--- src/rtl/shot_controller_if.sv ---
// Bundle of board, mouse and shot-result signals between the top FSM / video
// side (master) and shot_controller (slave).
//   master drives : program_state, mouse_xpos/ypos, mouse_left, player1/2_placing_board
//   slave drives  : player1/2_findings_board, active_player, shot_valid, shot_hit,
//                   shot_index, hits_p1, hits_p2, blank_req, game_over, winner
interface shot_controller_if;
   localparam int unsigned STATE_W = 4;
   localparam int unsigned POS_W   = 12;
   localparam int unsigned BOARD_W = 64;
   localparam int unsigned IDX_W   = 6;
   localparam int unsigned HIT_W   = 5;

   logic [STATE_W-1:0] program_state;
   logic [POS_W-1:0]   mouse_xpos;
   logic [POS_W-1:0]   mouse_ypos;
   logic               mouse_left;
   logic [BOARD_W-1:0] player1_placing_board;
   logic [BOARD_W-1:0] player2_placing_board;
   logic [BOARD_W-1:0] player1_findings_board;
   logic [BOARD_W-1:0] player2_findings_board;
   logic               active_player;
   logic               shot_valid;
   logic               shot_hit;
   logic [IDX_W-1:0]   shot_index;
   logic [HIT_W-1:0]   hits_p1;
   logic [HIT_W-1:0]   hits_p2;
   logic               blank_req;
   logic               game_over;
   logic               winner;

   modport master (
      output program_state, mouse_xpos, mouse_ypos, mouse_left,
             player1_placing_board, player2_placing_board,
      input  player1_findings_board, player2_findings_board, active_player,
             shot_valid, shot_hit, shot_index, hits_p1, hits_p2,
             blank_req, game_over, winner
   );

   modport slave (
      input  program_state, mouse_xpos, mouse_ypos, mouse_left,
             player1_placing_board, player2_placing_board,
      output player1_findings_board, player2_findings_board, active_player,
             shot_valid, shot_hit, shot_index, hits_p1, hits_p2,
             blank_req, game_over, winner
   );
endinterface

--- src/rtl/shot_controller.sv ---
// Turn/shot engine for the FINDING_SHIPS phase: decodes a left click into a
// board square, records the shot, resolves hit/miss, alternates players
// through a blanking interval and declares the winner.
// Ports:
//   clk  - pixel clock, all logic on posedge
//   rst  - synchronous reset, active-low
//   bus  - shot_controller_if.slave (mouse/board inputs, shot results out)
module shot_controller #(
   parameter int unsigned BOARD_XPOS   = 40,
   parameter int unsigned BOARD_YPOS   = 40,
   parameter int unsigned SQUARE_SIZE  = 40,
   parameter int unsigned SHIP_CELLS   = 15,
   parameter int unsigned BLANK_CYCLES = 65_000_000
) (
   input logic              clk,
   input logic              rst,
   shot_controller_if.slave bus
);
   localparam int unsigned POS_W   = 12;
   localparam int unsigned HIT_W   = 5;
   localparam int unsigned BOARD_W = 64;
   localparam int unsigned CNT_W   = (BLANK_CYCLES > 1) ? $clog2(BLANK_CYCLES) : 1;
   localparam int unsigned X_END   = BOARD_XPOS + 8 * SQUARE_SIZE;
   localparam int unsigned Y_END   = BOARD_YPOS + 8 * SQUARE_SIZE;

   localparam logic [3:0] PLACING_SHIPS  = 4'b0011;
   localparam logic [3:0] FINDING_SHIPS  = 4'b0100;
   localparam logic [3:0] FINDING_SHIPS2 = 4'b0101;

   typedef enum logic [2:0] {IDLE, WAIT_CLICK, DECODE, CHECK, BLANK, DONE} state_t;

   state_t             state, state_next;
   logic [3:0]         prev_state;
   logic               mouse_left_d;
   logic [POS_W-1:0]   x_q, y_q;
   logic [2:0]         col_q, row_q;
   logic [CNT_W-1:0]   blank_cnt;
   logic [BOARD_W-1:0] p1_findings, p2_findings;
   logic               active_player, shot_valid, shot_hit;
   logic [5:0]         shot_index;
   logic [HIT_W-1:0]   hits_p1, hits_p2;
   logic               blank_req, game_over, winner;

   logic               entry_c, in_phase_c, click_c;
   logic               x_in_c, y_in_c;
   logic [2:0]         col_c, row_c;
   logic [5:0]         idx_c;
   logic               already_c, hit_c, win_c, blank_done_c;
   logic [HIT_W-1:0]   shooter_hits_c, new_hits_c;

   // Phase tracking and click edge
   assign entry_c    = (prev_state == PLACING_SHIPS) && (bus.program_state == FINDING_SHIPS);
   assign in_phase_c = (bus.program_state == FINDING_SHIPS) || (bus.program_state == FINDING_SHIPS2);
   assign click_c    = bus.mouse_left & ~mouse_left_d;

   // Square decode: thermometer of boundary comparators instead of a divider
   always_comb begin
      x_in_c = (32'(x_q) >= BOARD_XPOS) && (32'(x_q) < X_END);
      y_in_c = (32'(y_q) >= BOARD_YPOS) && (32'(y_q) < Y_END);
      col_c  = 3'd0;
      row_c  = 3'd0;
      for (int unsigned k = 1; k < 8; k++) begin
         if (32'(x_q) >= BOARD_XPOS + k * SQUARE_SIZE) col_c = 3'(k);
         if (32'(y_q) >= BOARD_YPOS + k * SQUARE_SIZE) row_c = 3'(k);
      end
   end

   // Shot resolution against the shooter's findings and the opponent's ships
   always_comb begin
      idx_c          = {row_q, col_q};
      already_c      = active_player ? p2_findings[idx_c] : p1_findings[idx_c];
      hit_c          = active_player ? bus.player1_placing_board[idx_c]
                                     : bus.player2_placing_board[idx_c];
      shooter_hits_c = active_player ? hits_p2 : hits_p1;
      new_hits_c     = (shooter_hits_c >= HIT_W'(SHIP_CELLS)) ? shooter_hits_c
                                                              : shooter_hits_c + HIT_W'(1);
      win_c          = hit_c && (new_hits_c == HIT_W'(SHIP_CELLS));
      blank_done_c   = (blank_cnt == CNT_W'(BLANK_CYCLES - 1));
   end

   // State register
   always_ff @(posedge clk) begin
      if (!rst) state <= IDLE;
      else      state <= state_next;
   end

   // Next-state logic
   always_comb begin
      state_next = state;
      if (entry_c) begin
         state_next = WAIT_CLICK;
      end else if (!in_phase_c) begin
         state_next = IDLE;
      end else begin
         case (state)
            WAIT_CLICK: if (click_c) state_next = DECODE;
            DECODE:     state_next = (x_in_c && y_in_c) ? CHECK : WAIT_CLICK;
            CHECK: begin
               if (already_c)  state_next = WAIT_CLICK;
               else if (!hit_c) state_next = BLANK;
               else if (win_c)  state_next = DONE;
               else             state_next = WAIT_CLICK;
            end
            BLANK:      if (blank_done_c) state_next = WAIT_CLICK;
            default:    state_next = state;
         endcase
      end
   end

   // Datapath and registered outputs; leaving the phase freezes everything
   always_ff @(posedge clk) begin
      if (!rst) begin
         prev_state    <= '0;
         mouse_left_d  <= 1'b0;
         x_q           <= '0;
         y_q           <= '0;
         col_q         <= '0;
         row_q         <= '0;
         blank_cnt     <= '0;
         p1_findings   <= '0;
         p2_findings   <= '0;
         active_player <= 1'b0;
         shot_valid    <= 1'b0;
         shot_hit      <= 1'b0;
         shot_index    <= '0;
         hits_p1       <= '0;
         hits_p2       <= '0;
         blank_req     <= 1'b0;
         game_over     <= 1'b0;
         winner        <= 1'b0;
      end else begin
         prev_state   <= bus.program_state;
         mouse_left_d <= bus.mouse_left;
         shot_valid   <= 1'b0;
         if (entry_c) begin
            p1_findings   <= '0;
            p2_findings   <= '0;
            hits_p1       <= '0;
            hits_p2       <= '0;
            shot_hit      <= 1'b0;
            shot_index    <= '0;
            active_player <= 1'b0;
            game_over     <= 1'b0;
            winner        <= 1'b0;
            blank_req     <= 1'b0;
            blank_cnt     <= '0;
         end else if (in_phase_c) begin
            case (state)
               WAIT_CLICK: begin
                  if (click_c) begin
                     x_q <= bus.mouse_xpos;
                     y_q <= bus.mouse_ypos;
                  end
               end
               DECODE: begin
                  col_q <= col_c;
                  row_q <= row_c;
               end
               CHECK: begin
                  if (!already_c) begin
                     if (active_player) p2_findings[idx_c] <= 1'b1;
                     else               p1_findings[idx_c] <= 1'b1;
                     shot_index <= idx_c;
                     shot_hit   <= hit_c;
                     shot_valid <= 1'b1;
                     if (hit_c) begin
                        if (active_player) hits_p2 <= new_hits_c;
                        else               hits_p1 <= new_hits_c;
                        if (win_c) begin
                           game_over <= 1'b1;
                           winner    <= active_player;
                        end
                     end else begin
                        blank_req <= 1'b1;
                        blank_cnt <= '0;
                     end
                  end
               end
               BLANK: begin
                  // blank_req drops in the same cycle the turn passes
                  if (blank_done_c) begin
                     blank_req     <= 1'b0;
                     active_player <= ~active_player;
                  end else begin
                     blank_cnt <= blank_cnt + CNT_W'(1);
                  end
               end
               default: ;
            endcase
         end
      end
   end

   assign bus.player1_findings_board = p1_findings;
   assign bus.player2_findings_board = p2_findings;
   assign bus.active_player          = active_player;
   assign bus.shot_valid             = shot_valid;
   assign bus.shot_hit               = shot_hit;
   assign bus.shot_index             = shot_index;
   assign bus.hits_p1                = hits_p1;
   assign bus.hits_p2                = hits_p2;
   assign bus.blank_req              = blank_req;
   assign bus.game_over              = game_over;
   assign bus.winner                 = winner;
endmodule

--- src/flat_wrapper.sv ---
// flat-port wrapper written by rule: the top's interface ports become plain ports
module shot_controller_flat 
#(
   parameter int unsigned BOARD_XPOS   = 40,
   parameter int unsigned BOARD_YPOS   = 40,
   parameter int unsigned SQUARE_SIZE  = 40,
   parameter int unsigned SHIP_CELLS   = 15,
   parameter int unsigned BLANK_CYCLES = 65_000_000
)
  (clk, rst, bus_program_state, bus_mouse_xpos, bus_mouse_ypos, bus_mouse_left, bus_player1_placing_board, bus_player2_placing_board, bus_player1_findings_board, bus_player2_findings_board, bus_active_player, bus_shot_valid, bus_shot_hit, bus_shot_index, bus_hits_p1, bus_hits_p2, bus_blank_req, bus_game_over, bus_winner);
  shot_controller_if bus_i ();
  input logic clk;
  input logic rst;
  input wire logic [$bits(bus_i.program_state)-1:0] bus_program_state;
  input wire logic [$bits(bus_i.mouse_xpos)-1:0] bus_mouse_xpos;
  input wire logic [$bits(bus_i.mouse_ypos)-1:0] bus_mouse_ypos;
  input wire logic [$bits(bus_i.mouse_left)-1:0] bus_mouse_left;
  input wire logic [$bits(bus_i.player1_placing_board)-1:0] bus_player1_placing_board;
  input wire logic [$bits(bus_i.player2_placing_board)-1:0] bus_player2_placing_board;
  output wire logic [$bits(bus_i.player1_findings_board)-1:0] bus_player1_findings_board;
  output wire logic [$bits(bus_i.player2_findings_board)-1:0] bus_player2_findings_board;
  output wire logic [$bits(bus_i.active_player)-1:0] bus_active_player;
  output wire logic [$bits(bus_i.shot_valid)-1:0] bus_shot_valid;
  output wire logic [$bits(bus_i.shot_hit)-1:0] bus_shot_hit;
  output wire logic [$bits(bus_i.shot_index)-1:0] bus_shot_index;
  output wire logic [$bits(bus_i.hits_p1)-1:0] bus_hits_p1;
  output wire logic [$bits(bus_i.hits_p2)-1:0] bus_hits_p2;
  output wire logic [$bits(bus_i.blank_req)-1:0] bus_blank_req;
  output wire logic [$bits(bus_i.game_over)-1:0] bus_game_over;
  output wire logic [$bits(bus_i.winner)-1:0] bus_winner;
  assign bus_i.program_state = bus_program_state;
  assign bus_i.mouse_xpos = bus_mouse_xpos;
  assign bus_i.mouse_ypos = bus_mouse_ypos;
  assign bus_i.mouse_left = bus_mouse_left;
  assign bus_i.player1_placing_board = bus_player1_placing_board;
  assign bus_i.player2_placing_board = bus_player2_placing_board;
  assign bus_player1_findings_board = bus_i.player1_findings_board;
  assign bus_player2_findings_board = bus_i.player2_findings_board;
  assign bus_active_player = bus_i.active_player;
  assign bus_shot_valid = bus_i.shot_valid;
  assign bus_shot_hit = bus_i.shot_hit;
  assign bus_shot_index = bus_i.shot_index;
  assign bus_hits_p1 = bus_i.hits_p1;
  assign bus_hits_p2 = bus_i.hits_p2;
  assign bus_blank_req = bus_i.blank_req;
  assign bus_game_over = bus_i.game_over;
  assign bus_winner = bus_i.winner;
  shot_controller #(.BOARD_XPOS(BOARD_XPOS), .BOARD_YPOS(BOARD_YPOS), .SQUARE_SIZE(SQUARE_SIZE), .SHIP_CELLS(SHIP_CELLS), .BLANK_CYCLES(BLANK_CYCLES)) u_core (.clk(clk), .rst(rst), .bus(bus_i));
endmodule
--- config.mk ---
export PLATFORM = sky130hd
export DESIGN_NAME = shot_controller_flat
export DESIGN_NICKNAME = d
export VERILOG_FILES = /design/src/rtl/shot_controller_if.sv /design/src/rtl/shot_controller.sv /design/src/flat_wrapper.sv
export SDC_FILE = /design/constraint.sdc
export NUM_CORES = 1
export LEC_CHECK = 0
export CORE_MARGIN = 3
export CORE_UTILIZATION = 40
export CTS_CLUSTER_SIZE = 25
export DETAILED_ROUTE_END_ITERATION = 6
export GPL_ROUTABILITY_DRIVEN = 0
export PLACE_DENSITY = 0.69
export SYNTH_ARGS = -nofsm -noshare
export SYNTH_HDL_FRONTEND = slang
export SYNTH_SLANG_ARGS = --single-unit
--- constraint.sdc ---
create_clock -name clk -period 5.8 [get_ports clk]
set_input_delay 1.74 -clock clk [delete_from_list [all_inputs] [get_ports clk]]
set_output_delay 1.74 -clock clk [all_outputs]
set_load 0.005 [all_outputs]
; ---- Yosys cells after proc, flatten, opt, wreduce, memory -nomap -nowiden
; Cells that the tools add are included.
[word_totals]
register_bits = 214
latch_bits = 0
ram_bits = 0
romBits = 0
in_bits = 159
output_inout_bits = 150
word_cells = 141
memories = 0
[classes]
add_sub_neg = 2
mul = 0
n_div = 0
magnitude_cmp = 21
eq_ne = 17
n_shift = 0
muxes = 46
bitwise_logic = 10
n_reduce_logical = 25
[op_table]
columns = operator, count
row1 = $or A64 B64 Y64, 2
row2 = $mux W26, 3
row3 = $ge A12 B8 Y1 const B, 6
row4 = $pmux W26 S2, 1
row5 = $ge A12 B7 Y1 const B, 4
row6 = $ge A12 B9 Y1 const B, 4
row7 = $mux W3, 13
row8 = $add A26 B1 Y26 const B, 1
row9 = $eq A26 B26 Y1 const B, 1
row10 = $reduce_and A5 Y1, 5
row11 = $bmux W1 S6, 4
row12 = $ge A12 B6 Y1 const B, 2
row13 = $lt A12 B9 Y1 const B, 2
row14 = $mux W1, 15
row15 = $reduce_and A3 Y1, 5
row16 = $pmux W3 S4, 1
row17 = $reduce_and A4 Y1, 3
row18 = $mux W2, 5
row19 = $mux W5, 2
row20 = $eq A4 B3 Y1 const B, 2
row21 = $ne A4 B3 Y1 const B, 2
row22 = $lt A6 B7 Y1 const B, 1
row23 = $not A1 Y1, 7
row24 = $demux W1 S6, 1
row25 = other kinds (20), 29

; ---- Logic depth before layout (Yosys ltp)
; Gate-level depths: netlist of run 1.
[logic_depth]
depth_word = 11
ltp_mapped = 16
depth_no_buf = 10

; ---- Least setup slack after synthesis of run 1
; Ideal clock, no wire load.
[synth_path]
kind = input to register
from = input port bus_player2_placing_board[46]
to = register u_core.blank_cnt[21]
setup_ns = 0.129
arrival_time_ns = 4.146
t_required_ns = 5.671
path_slack_ns = 1.525
cell_stages = 11
n_path_buf = 3
path_cell_list = mux4_2 -> a22oi_1 -> o32ai_1 -> or3_1 -> o22ai_2 -> or4b_1 -> clkbuf_1 -> buf_6 -> clkbuf_1 -> nand3b_1 -> mux2i_1
[synth_via]
elab_chain_cells = 5
[synth_lines]
columns = element, line
row1 = start: declaration, flat_wrapper.sv:19  ; input wire logic [$bits(bus_i.player2_placing_board)-1:0] bus_player2_placing_board;
row2 = $bmux W1 S6, shot_controller.sv:73  ; : bus.player2_placing_board[idx_c];
row3 = $mux W1 (not written as such), shot_controller.sv:73
row4 = $mux W1, shot_controller.sv:72  ; hit_c = active_player ? bus.player1_placing_board[idx_c]
row5 = $ne A2 B2 Y1 (no source line), --
row6 = $reduce_and A5 Y1 (no source line), --
row7 = end signal: assignment, shot_controller.sv:185  ; blank_cnt <= blank_cnt + CNT_W'(1);
row8 = end: declaration, shot_controller.sv:37  ; logic [CNT_W-1:0] blank_cnt;
; Every way passes these cells. The select of a mux whose other input is x is not followed.
; A chain may end at the register's enable or synchronous reset.

; ---- Final worst setup path of run 1
[layout_path]
from = input port bus_player2_placing_board[46]
to = register u_core.blank_cnt[16]
; The elaborated chain is that of the path after synthesis.

==> flow_summary.ini, run 1 <==
[outcome]
status = finished, final reports clean

[floorplan]
core_mm2 = 0.02621
row_count = 59
num_io_pins = 309
initial_core_util = 0.4102
die_w_um = 169.9
die_area_mm2 = 0.02888
fp.dieH_um = 169.9

[placement]
dpl.hpwl_mm = 27.29
portBuffers = 302
dpl_cell_area_mm2 = 0.01396
pre_cts_ws_ns = 0.5711

[global_route]
grt_pass1_vias = 9997
antenna_found_initial = 0
grt_pass1_wl_mm = 56.54
grt_overflow = 0
grt_max_degree = 69
grt_usage = 0.2436

[clock_network]
ctsHoldBuffers = 0
insertion_delay_ns = 0.50
cts_sinks = 208
clockBufferDepth = 3
cts_tree = built
htree_num_levels = 1
clkTransAtPathRegs_ns = 0.06
cts_buffers = 23
cts_root_buffer = clkbuf_16
cts_resized = 0
post-cts-setup-buffer-count = 0

[yosys]
netlist_area_mm2 = 0.01075
synth-edff-count = 0
syn_area_per_cell_um2 = 8.620
dominantRegCellSynth = dfxtp_1
synth.yosys.seq_area_share = 0.3874
synth.distinct_cells = 66
yosysWarnings = 0
ys_ff_latch = 208
async_reset_ff_frac = 0
mappedNetlistNets = 1408
synth_cells = 1247

[cells_and_area]
stdcell_area_mm2 = 0.01466
layout.nets = 1656
final_common_cell = clkdlybuf4s50_1
layout-drive-gt1-share = 0.08477
areaGrowthSynthToFinish_pct = 36.39
layout_common_cells = clkdlybuf4s50_1 (302), dfxtp_1 (205), nor2_1 (200)
n_antenna_cell = 0

[route]
wl_mm = 37.74
ant_nets = 0
wl_per_cell_um = 20.45
drt_iter0_markers = 995
first_pass_iters = 5
viasPerCell = 5.722
vias = 10557
drc = 0

[min_path]
hold_depth = 2
min_from = u_core.y_q[11]
min_to = u_core.y_q[11]
min_path_type = flip-flop to flip-flop

[critical_path]
max_stage_delay_ns = 0.77
worst-path-max-fanout = 21
critical_path_required_ns = 6.23
reg2reg_to = u_core.blank_cnt[16]
cp-end-kind = flip-flop
reg2reg_slack_ns = 1.30
timing.rr.start = u_core.col_q[1]
path_class = primary input to flip-flop
cpLargestDelayFamily = simple AND/OR/NAND/NOR gates
reg2reg_depth = 10
cp_slowest_cell = or4b_2
path_buf_inv = 2
crit_chain = clkdlybuf4s50_1 -> mux4_2 -> a22oi_1 -> o32ai_1 -> or3_1 -> o22ai_2 -> or4b_2 -> buf_4 -> a21oi_1 -> mux2i_1
start_kind = primary input
crit_arrival_ns = 5.15

[power]
peakVddDrop_v = 0.0001800
p_per_area_mw_per_mm2 = 201.7
total_power_mw = 2.958
internal_power_mw = 2.335
clockPowerShare = 0.460
seqPwrFrac = 0.484
comb_power_share = 0.057
p_sw_frac = 0.2105
p_leak_nw = 4.990
p_switching_mw = 0.6226

[timing]
setup_slack_ns = 1.079
fin_crit_sh = 0.8140
worst_pin_slew_ns = 1.006
finalSetupViolations = 0
skew_ns = 0.009668
rsz0062_at_grt = no
fmax_ghz = 0.2118
fin_tns_setup_ns = 0
worst_slew_margin_rel = 0.3272
slew_viol_final = 0
final.min_clock_period_ns = 4.721
whs_ns = 0.4656
hold_viol_final = 0

[run]
drv_cap = 0
==> worst max-delay path by stage <==
| stage | endpoint | depth (start not counted) | from |
|---|---|---|---|
| 3_3_place_gp | u_core.blank_cnt[9] | 10 | bus_player2_placing_board[46] |
| 5_1_grt | u_core.blank_cnt[16] | 10 | bus_player2_placing_board[42] |
| 3_5_place_dp | u_core.blank_cnt[15] | 10 | bus_player2_placing_board[42] |
| 6_report | u_core.blank_cnt[16] | 10 | bus_player2_placing_board[46] |
| 4_1_cts | u_core.blank_cnt[15] | 10 | bus_player2_placing_board[42] |
| 2_1_floorplan | u_core.blank_cnt[21] | 11 | bus_player2_placing_board[46] |
==> power groups by stage <==
stage	logic, mW	clock network, mW	registers (mW)
2_1_floorplan	0.0492	0	1.46
6_report	0.167	1.36	1.43
5_1_grt	0.179	1.45	1.43
3_5_place_dp	0.167	0	1.46
3_3_place_gp	0.166	0	1.46
4_1_cts	0.168	1.38	1.43
==> layout make-up <==
cell class | instances | area, um2
Multi-Input combinational cell | 925 | 6111
Clock buffer | 36 | 674.4
Sequential cell | 208 | 4173
Inverter | 10 | 37.54
Tap cell | 335 | 419.2
Fill cell | 2387 | 11550
Clock inverter | 4 | 22.52
Timing Repair Buffer | 327 | 3223
==> cells in the mapped netlist (11+ instances only) <==
master    count  area (um2)
clkbuf_1     70       262.8
nor2_1      200       750.7
nand3b_1     28       210.2
nor2b_1      14       87.58
and3_1       13       81.33
a31oi_1      11       68.82
a21oi_1     146       730.7
mux2i_1      89       890.9
and2_1       18       112.6
o21a_1       25       187.7
dfxtp_1     208        4164
a22oi_1      18       135.1
mux4_2       37       833.3
nand3_1      55       275.3
nand2_1      87       326.6
o21ai_0      30       150.1
buf_2        24       120.1
a21boi_0     20       150.1
nand4_1      13       81.33
==> sequential cells by signal, indices dropped and copies added, names as in the netlist <==
register / flops
u_core.bus.active_player: 1
u_core.bus.game_over: 1
u_core.bus.shot_valid: 1
u_core.col_q: 3
u_core.bus.player1_findings_board: 64
u_core.bus.winner: 1
u_core.state: 3
u_core.blank_cnt: 26
u_core.bus.shot_index: 6
u_core.bus.blank_req: 1
u_core.mouse_left_d: 1
u_core.bus.hits_p1: 5
u_core.y_q: 9
u_core.bus.player2_findings_board: 64
u_core.bus.shot_hit: 1
u_core.row_q: 3
u_core.x_q: 9
u_core.bus.hits_p2: 5
u_core.prev_state: 4
==> per-stage QoR <==
stage	cells	utilization
after floorplan	1247	-
final	1845	0.5594
after CTS	1845	0.5594
after detailed placement	1805	0.5328
after global routing	1845	0.5594
after global placement	1805	0.5328
==> cell families after synthesis <==
| family | count (synthesis) | share of synthesized area |
|---|---|---|
| buffers and inverters | 114 | 0.04679 |
| flip-flops | 208 | 0.3874 |
| multiplexers | 137 | 0.1719 |
| AND/OR/NAND/NOR | 471 | 0.2059 |
| XOR/XNOR | 1 | 0.0008150 |
| adder cells (fa/ha/maj) | 2 | 0.002328 |
| AO/OA/AOI/OAI | 314 | 0.1848 |
==> worst min-delay path, cell delays in order, from the launching register on <==
cell	delay, ns
dfxtp_1	0.30
nand2_1	0.04
a21boi_0	0.07
==> per-layer routing <==
metal	up-vias	track usage	part of all wire	routed length (um)
li1	4996	-	-	-
met1	5053	0.3232	0.42	15990
met2	452	0.4005	0.46	17360
met3	56	0.05761	0.092	3469
met4	0	0.06561	0.024	917
met5	-	0	0	0
Note: power is estimated with default switching activity, not from simulation.
==> run 2, diff against run 1 <==
==> constraint.sdc (replaced) <==
create_clock -name clk -period 4.7 [get_ports clk]
set_input_delay 1.41 -clock clk [delete_from_list [all_inputs] [get_ports clk]]
set_output_delay 1.41 -clock clk [all_outputs]
set_load 0.005 [all_outputs]
==> flow_summary.ini, run 2 (same netlist as run 1, synthesis figures left out) <==
[outcome]
status = finished, final reports clean

[floorplan]
num_io_pins = 309
core_mm2 = 0.02621
fp.dieH_um = 169.9
die_area_mm2 = 0.02888
die_w_um = 169.9
initial_core_util = 0.4102
row_count = 59

[power]
peakVddDrop_v = 0.0002014
p_leak_nw = 5.126
p_per_area_mw_per_mm2 = 253.5
total_power_mw = 3.775

[run]
drv_cap = 0

[global_route]
antenna_found_initial = 0
grt_max_degree = 121
grt_overflow = 0
grt_pass1_vias = 9968
grt_pass1_wl_mm = 56.99
grt_usage = 0.2470

[cells_and_area]
multiInputGateArea_mm2 = 0.006111
layout_common_cells = clkdlybuf4s50_1 (302), dfxtp_1 (205), nor2_1 (200)
final_core_util = 0.5682
seqCellArea_mm2 = 0.004173
layout.nets = 1672
n_antenna_cell = 0
n_fill_cell = 2385
areaGrowthSynthToFinish_pct = 38.52
final_common_cell = clkdlybuf4s50_1
layout-drive-gt1-share = 0.09567

[route]
vias = 10667
drt_iter0_markers = 961
ant_nets = 0
wl_mm = 38.35
drc = 0
wl_per_cell_um = 20.61
viasPerCell = 5.732
first_pass_iters = 5

[critical_path]
worst-path-max-fanout = 59
start_kind = primary input
crit_arrival_ns = 4.76
cp-end-kind = flip-flop
max_stage_delay_ns = 0.71
crit_chain = clkdlybuf4s50_1 -> mux4_2 -> a22oi_1 -> o32ai_1 -> or3_1 -> o22ai_2 -> or4b_2 -> buf_12 -> a21oi_1 -> mux2i_1
critical_path_required_ns = 5.12
path_class = primary input to flip-flop
cp_slowest_cell = or4b_2

[placement]
portBuffers = 302
dpl.hpwl_mm = 28.28
pre_cts_ws_ns = -0.1284

[clock_network]
ctsHoldBuffers = 0
cts_resized = 0
cts_buffers = 23
cts_sinks = 208
cts_tree = built
clkTransAtPathRegs_ns = 0.06
htree_num_levels = 1
clockBufferDepth = 3
cts_root_buffer = clkbuf_16
insertion_delay_ns = 0.51
post-cts-setup-buffer-count = 0

[timing]
skew_ns = 0.01604
final.min_clock_period_ns = 4.336
slew_viol_final = 0
setup_slack_ns = 0.3636
fmax_ghz = 0.2306
hold_viol_final = 0
finalSetupViolations = 0
worst_slew_margin_rel = 0.2559
worst_pin_slew_ns = 1.112
rsz0062_at_grt = no
fin_crit_sh = 0.9226

[min_path]
min_path_type = flip-flop to flip-flop
-- run 2: worst max-delay path: cells and delay by family --
kind                   cells  cell delay, ns
and+or+nand+nor            2            1.12
muxes                      2            0.68
buffers and inverters      2            0.66
AOI/OAI and AO/OA          4            0.88
-- run 2: final timing paths --
path	start	end	slack, ns	cells after the start
worst max-delay path	bus_player2_placing_board[42]	u_core.blank_cnt[13]	0.36	10
worst min-delay path	u_core.y_q[9]	u_core.y_q[9]	0.46	2
worst max register to register	u_core.col_q[0]	u_core.blank_cnt[13]	0.47	10
worst min register to register	u_core.y_q[9]	u_core.y_q[9]	0.46	2
-- run 2: metrics by stage --
step,hold WS (ns),cells,cell area [um2],TNS (ns)
floorplan,0.4380,1247,10750,0
global placement,0.4501,1821,14150,-0.7217
detailed placement,0.4565,1821,14150,-1.803
CTS,0.4646,1861,14890,0
global route,0.4753,1861,14890,0
finish,0.4592,1861,14890,0
-- run 2: area by class of cell --
type                            instances  area share
Multi-Input combinational cell        925      0.4104
Inverter                               10    0.002521
Tap cell                              335     0.02815
Sequential cell                       208      0.2803
Clock buffer                           32     0.04370
Clock inverter                          8    0.006218
Timing Repair Buffer                  343      0.2287
-- run 2: routing by layer --
| metal | track usage | vias to the layer above | share of wire |
|---|---|---|---|
| li1 | - | 5026 | - |
| met1 | 0.3320 | 5103 | 0.42 |
| met2 | 0.4000 | 476 | 0.46 |
| met3 | 0.05923 | 62 | 0.093 |
| met4 | 0.06737 | 0 | 0.026 |
| met5 | 0 | - | 0 |
-- run 2: report_power, final --
part / internal, mW / total, mW / switching (mW) / leakage, nW
clock: 1.07 / 1.80 / 0.727 / 0.365
combinational: 0.141 / 0.210 / 0.0694 / 3.08
sequential: 1.76 / 1.76 / 0.000537 / 1.68
